===== src/rtl/ex_mem_stage.sv =====
// rtl/ex_mem_stage.sv - EX/MEM pipeline register with data-cache miss stall control and statistics
module ex_mem_stage #(
  parameter int pc_size   = 18,
  parameter int data_size = 32
) (
  input  logic                 clk,
  input  logic                 rst,
  input  logic                 EX_MemtoReg,
  input  logic                 EX_RegWrite,
  input  logic                 EX_MemWrite,
  input  logic                 EX_Read_enable,
  input  logic                 EX_SH,
  input  logic                 EX_LH,
  input  logic                 EX_to_reg31,
  input  logic [data_size-1:0] EX_ALU_result,
  input  logic [data_size-1:0] EX_Rt_data,
  input  logic [4:0]           EX_WR_out,
  input  logic [pc_size-1:0]   EX_PC,
  input  logic                 Mem_ready,
  input  logic                 stat_clr,
  output logic                 M_MemtoReg,
  output logic                 M_RegWrite,
  output logic                 M_MemWrite,
  output logic                 M_Read_enable,
  output logic                 M_SH,
  output logic                 M_LH,
  output logic                 M_to_reg31,
  output logic [data_size-1:0] M_ALU_result,
  output logic [data_size-1:0] M_Write_data,
  output logic [4:0]           M_WR_out,
  output logic [pc_size-1:0]   M_PC,
  output logic                 Stall,
  output logic                 M_fwd_valid,
  output logic [data_size-1:0] M_fwd_data,
  output logic [15:0]          miss_count,
  output logic [15:0]          stall_cycles
);

  typedef enum logic {ST_RUN = 1'b0, ST_MISS = 1'b1} state_t;

  state_t r_state;
  state_t w_state_next;
  logic   w_miss_start;

  logic                 r_memtoreg;
  logic                 r_regwrite;
  logic                 r_memwrite;
  logic                 r_read_enable;
  logic                 r_sh;
  logic                 r_lh;
  logic                 r_to_reg31;
  logic [data_size-1:0] r_alu_result;
  logic [data_size-1:0] r_write_data;
  logic [4:0]           r_wr_out;
  logic [pc_size-1:0]   r_pc;
  logic [15:0]          r_miss_count;
  logic [15:0]          r_stall_cycles;

  logic                 w_acc;
  logic                 w_stall;
  logic [data_size-1:0] w_store_data;

  // Stall depends only on the held MEM-stage instruction and the cache handshake
  always_comb begin
    w_acc   = r_read_enable | r_memwrite;
    w_stall = w_acc & ~Mem_ready;
  end

  // Halfword stores replicate the low half so either byte lane pair carries the data
  always_comb begin
    w_store_data = EX_SH ? {EX_Rt_data[15:0], EX_Rt_data[15:0]} : EX_Rt_data;
  end

  // Miss tracker state register; async reset aborts any miss in progress
  always_ff @(negedge clk or negedge rst) begin
    if (!rst) r_state <= ST_RUN;
    else      r_state <= w_state_next;
  end

  // Miss tracker next state; a miss is counted only on entry from RUN
  always_comb begin
    w_state_next = r_state;
    w_miss_start = 1'b0;
    case (r_state)
      ST_RUN: begin
        if (w_stall) begin
          w_state_next = ST_MISS;
          w_miss_start = 1'b1;
        end
      end
      ST_MISS: begin
        if (!w_stall) w_state_next = ST_RUN;
      end
      default: w_state_next = ST_RUN;
    endcase
  end

  // Pipeline register: hold while stalled, otherwise capture the EX instruction
  always_ff @(negedge clk or negedge rst) begin
    if (!rst) begin
      r_memtoreg    <= 1'b0;
      r_regwrite    <= 1'b0;
      r_memwrite    <= 1'b0;
      r_read_enable <= 1'b0;
      r_sh          <= 1'b0;
      r_lh          <= 1'b0;
      r_to_reg31    <= 1'b0;
      r_alu_result  <= '0;
      r_write_data  <= '0;
      r_wr_out      <= '0;
      r_pc          <= '0;
    end else if (!w_stall) begin
      r_memtoreg    <= EX_MemtoReg;
      r_regwrite    <= EX_RegWrite;
      r_memwrite    <= EX_MemWrite;
      r_read_enable <= EX_Read_enable;
      r_sh          <= EX_SH;
      r_lh          <= EX_LH;
      r_to_reg31    <= EX_to_reg31;
      r_alu_result  <= EX_ALU_result;
      r_write_data  <= w_store_data;
      r_wr_out      <= EX_WR_out;
      r_pc          <= EX_PC;
    end
  end

  // Saturating statistics; clear beats any increment on the same edge
  always_ff @(negedge clk or negedge rst) begin
    if (!rst) begin
      r_miss_count   <= '0;
      r_stall_cycles <= '0;
    end else if (stat_clr) begin
      r_miss_count   <= '0;
      r_stall_cycles <= '0;
    end else begin
      if (w_miss_start && (r_miss_count != 16'hFFFF)) r_miss_count <= r_miss_count + 16'd1;
      if (w_stall && (r_stall_cycles != 16'hFFFF))    r_stall_cycles <= r_stall_cycles + 16'd1;
    end
  end

  assign M_MemtoReg    = r_memtoreg;
  assign M_RegWrite    = r_regwrite;
  assign M_MemWrite    = r_memwrite;
  assign M_Read_enable = r_read_enable;
  assign M_SH          = r_sh;
  assign M_LH          = r_lh;
  assign M_to_reg31    = r_to_reg31;
  assign M_ALU_result  = r_alu_result;
  assign M_Write_data  = r_write_data;
  assign M_WR_out      = r_wr_out;
  assign M_PC          = r_pc;
  assign Stall         = w_stall;
  assign miss_count    = r_miss_count;
  assign stall_cycles  = r_stall_cycles;

  // Loads resolve in MEM, so only non-load register writes forward from here
  assign M_fwd_valid = r_regwrite & ~r_memtoreg & (r_wr_out != 5'd0);
  assign M_fwd_data  = r_to_reg31 ? {{(data_size-pc_size){1'b0}}, r_pc} : r_alu_result;

endmodule


===== config.mk =====
export PLATFORM = sky130hd
export DESIGN_NAME = ex_mem_stage
export DESIGN_NICKNAME = d
export VERILOG_FILES = /design/src/rtl/ex_mem_stage.sv
export SDC_FILE = /design/constraint.sdc
export NUM_CORES = 1
export LEC_CHECK = 0
export ABC_CLOCK_PERIOD_IN_PS = 4700
export BUFFER_PORTS_ARGS = -buffer_cell sky130_fd_sc_hd__buf_2
export CORE_MARGIN = 3
export CORE_UTILIZATION = 51
export DETAILED_ROUTE_END_ITERATION = 16
export GPL_TIMING_DRIVEN = 0
export PLACE_DENSITY = 0.85
export SETUP_SLACK_MARGIN = 0.1
export SLEW_MARGIN = 20
export SYNTH_ARGS = -nofsm -noshare
export SYNTH_HDL_FRONTEND = slang
export SYNTH_SLANG_ARGS = --single-unit

===== constraint.sdc =====
create_clock -name clk -period 4.7 [get_ports clk]
set_clock_uncertainty 0.15 [all_clocks]
set_input_delay 0.705 -clock clk [delete_from_list [all_inputs] [get_ports clk]]
set_output_delay 0.705 -clock clk [all_outputs]
set_load 0.01 [all_outputs]

* After elaboration in Yosys (flattened, before gate mapping)
Index checks and enable logic that the tools add are counted.
W data, S select, Z words.
** Word-level totals
- Flip-flop bits (word level) :: 127
- Input bits :: 98
- Output and inout bits :: 160
- Word-level logic and storage cells :: 37
** Operators by class
- Add/subtract/negate cells :: 2
- Equality and inequality tests :: 2
- Muxes and demuxes :: 8
- Bitwise gates (word level) :: 6
- Reduce and logical (&&, ||, !) cells :: 5
** Operator list (number)
- $mux W16 :: 4
- $mux W32 :: 2
- $add A16 B1 Y16 const B :: 2
- $ne A16 B16 Y1 const B :: 2
- $reduce_bool A5 Y1 :: 1
- $reduce_bool A2 Y1 :: 2
- $and A1 B1 Y1 :: 3
- $logic_and A1 B1 Y1 :: 2
- $mux W1 :: 2
- $not A1 Y1 :: 2
- $or A1 B1 Y1 :: 1

* Longest topological paths before layout
- Depth after elaboration :: 7
- Gate-level depth with buffers :: 7
- Mapped depth without buffers :: 5

==> reports/metrics.yaml <==
status:
  status: "complete, but fails checks"
  failed_checks: "negative setup slack"
global_routing:
  grt_pass1_vias: 5761
  grt_pass1_wl_mm: 29.0
  grt_usage_pct: 28.7
  grt_max_degree: 69
  grt_overflow: 0
  antenna_found_initial: 0
synth:
  synth_nets: 737
  postSynthCellCount: 637
  yosysWarnings: 0
  synth-seq-cells: 127
  post_synth_num_cell_types: 40
  syn_area_sq_um: 5850
  syn_avg_cell_area_sq_um: 9.19
  yosysSeqAreaShare_pct: 54.3
worst_setup_path:
  slowest_stage: "dfrtn_1"
  cp_max_fo: 7
  critPathArrivalTime_ns: 3.95
  worst_path_largest_cell_delay_ns: 0.45
  critPathLaunchType: "register"
  crit_required_ns: 3.85
  critical_path_class: "reg -> out"
  path_cells: "buf_8 -> clkbuf_16 -> mux2_4 -> buf_6"
  endpoint_kind: "output port"
clocking:
  cts_sinks: 127
  clock_latency_ns: 0.39
  ctsHoldBuffers: 0
  path_clk_slew_ns: 0.04
  cts_root_buf: "clkbuf_16"
  numCtsBuffers: 17
  cts_tree: "yes"
  cts_htree_levels: 4
  cts_buffer_depth: 2
power:
  p_per_area_nw_per_um2: 402
  ir_drop_uv: 242
  power_w: 0.00338
  leakagePower_nw: 4.52
final_layout:
  area_growth_syn_to_layout_pct: 43.8
  final_cell_mix: "nand2_1 (259), buf_2 (239), dfrtn_1 (127)"
  fillerInstances: 761
  fin_util_pct: 76.3
  nets: 1030
  mostFrequentLayoutCell: "nand2_1"
  diodes: 0
  drive_above_1_share_pct: 36.3
routing:
  drt-vias-per-instance: 5.38
  drc_errors: 0
  postRouteAntennaNets: 0
  vias: 5822
  drt-total-wl_mm: 18.8
  wl_per_cell_um: 17.4
  dr.pass1.iters: 5
  drtIter0Drc: 541
sta:
  hold_viol: 0
  setup_viol: 22
  drv_slew: 0
  tns_ns: -1.62
  fin_ws_ns: -0.108
  rsz0062_at_grt: "true"
  relSlewSlack_pct: 49.9
  tightestPinTransition_ns: 0.752
die:
  io_pins: 258
  row_count: 38
  core-area_sq_um: 11000
  die_x_um: 113
  start_util_pct: 53.1
  die_h_um: 113
  dieArea_sq_um: 12800
run:
  max_cap_viol_count: 0
placed_design:
  hpwl_mm: 13.0
  routabilityCongestion: 0.857
  io_buffer_count: 256
min_path:
  hp-class: "reg -> reg"
[stage by stage]
stage | cells | hold slack, ns | setup WS (ns) | cell area (sq um)
2_1_floorplan | 637 | 0.315 | 0.126 | 5850
3_3_place_gp | 1033 | 0.255 | -1.06 | 7310
3_5_place_dp | 1034 | 0.261 | -0.316 | 7340
4_1_cts | 1073 | 0.261 | -0.105 | 8190
5_1_grt | 1083 | 0.291 | -0.155 | 8420
6_report | 1083 | 0.260 | -0.108 | 8420
[what timing repair did]
action / CTS / global route
cloned: 1 / 1
setup endpoints to repair: 35 / 34
resized for setup: 40 / 33
pin swaps: 1 / 1
buffers inserted: 6 / 12
[state kept, by name (all words and copies together), names as in the netlist]
register       flops
M_ALU_result      32
M_LH               1
M_MemWrite         1
M_MemtoReg         1
M_PC              18
M_Read_enable      1
M_RegWrite         1
M_SH               1
M_WR_out           5
M_Write_data      32
M_to_reg31         1
miss_count        16
r_state            1
stall_cycles      16
[critical path, delay by kind of cell (launching register included)]
| family | cells | cell delay [ns] |
|---|---|---|
| flops | 1 | 0.45 |
| buf+inv | 3 | 0.45 |
| mux | 1 | 0.31 |
[power breakdown]
| group | switching [W] | internal [W] | total, W |
|---|---|---|---|
| clock network | 0.000507 | 0.000895 | 0.00140 |
| registers | 0.0000800 | 0.00121 | 0.00129 |
| logic | 0.000367 | 0.000323 | 0.000689 |
[per-layer routing]
layer  share of wire (%)  vias up  global-route usage, %  wire length [um]
met2                  50      306                   48.1              9310
met4                 3.4        0                   13.2               648
met5                   0        -                      0                 0
met3                 8.4       55                   7.65              1580
met1                  39     2720                   34.6              7260
li1                    -     2741                      -                 -
[synth_stat cells]
| master | instances | share of area, % |
|---|---|---|
| o21bai_4 | 1 | 0.32 |
| nor2b_1 | 21 | 2.2 |
| nor4_4 | 2 | 0.73 |
| nand3_2 | 1 | 0.17 |
| ha_1 | 2 | 0.43 |
| o21ai_1 | 21 | 1.8 |
| o41ai_1 | 2 | 0.30 |
| a21oi_1 | 23 | 2.0 |
| nor3b_1 | 2 | 0.26 |
| nor3_2 | 1 | 0.17 |
| nor2_1 | 14 | 0.90 |
| o21ai_0 | 1 | 0.085 |
| nand2_1 | 259 | 17 |
| buf_1 | 9 | 0.58 |
| mux2_1 | 23 | 4.4 |
| a21oi_2 | 1 | 0.15 |
| nand4_1 | 7 | 0.75 |
| a2111oi_0 | 2 | 0.30 |
| a31oi_1 | 1 | 0.11 |
| and4b_1 | 1 | 0.17 |
| or4_1 | 17 | 2.2 |
| or3b_1 | 1 | 0.15 |
| nand4bb_1 | 1 | 0.19 |
| and4_1 | 3 | 0.45 |
| nand3_1 | 14 | 1.2 |
| o31ai_1 | 13 | 1.7 |
| inv_2 | 1 | 0.064 |
| dfrtn_1 | 127 | 54 |
| a211oi_1 | 1 | 0.13 |
| nor4_1 | 2 | 0.21 |
| a311oi_1 | 1 | 0.15 |
| or3_1 | 4 | 0.43 |
| nand2b_1 | 5 | 0.53 |
| mux2_2 | 3 | 0.58 |
| nor3_1 | 1 | 0.085 |
| inv_1 | 4 | 0.26 |
| mux2i_1 | 17 | 2.9 |
| and3_1 | 4 | 0.43 |
| clkbuf_1 | 19 | 1.2 |
| buf_2 | 5 | 0.43 |
[cell type report]
type | count | area, sq um | area share, %
inverters | 5 | 23.8 | 0.282
multi-input cells | 472 | 2600 | 30.9
flip-flops and latches | 127 | 3180 | 37.7
clock inverters | 15 | 210 | 2.50
clock buffers | 17 | 425 | 5.05
repair buffers | 276 | 1630 | 19.3
plain buffers | 31 | 181 | 2.15
well taps | 140 | 175 | 2.08
[path summary, 6_finish.rpt]
check                      depth (start not counted)  slack [ns]                     endpoint                       from
setup / recovery                                   4       -0.11               M_fwd_data[17]     M_to_reg31$_DFFE_NN0N_
max in group asynchronous                          2        1.29  stall_cycles[3]$_DFFE_NN0P_                        rst
hold reg to reg                                    2        0.26             M_LH$_DFFE_NN0N_           M_LH$_DFFE_NN0N_
hold / removal                                     2        0.26             M_LH$_DFFE_NN0N_           M_LH$_DFFE_NN0N_
min in group asynchronous                          1        2.37    miss_count[5]$_DFFE_NN0P_                        rst
setup reg to reg                                   5        2.45   miss_count[14]$_DFFE_NN0P_  miss_count[0]$_DFFE_NN0P_
[logic make-up (layout without fill, tap and decap cells)]
group	count (synthesis)	in the layout	synth area share, %
adder cells (fa/ha/maj)	2	2	0.427
multiplexers	43	43	7.91
flip-flops	127	127	54.3
AND/OR/NAND/NOR	360	360	27.9
AO/OA/AOI/OAI	67	67	6.97
buffers and inverters	38	344	2.54
Power figures use the tool's default switching activity.
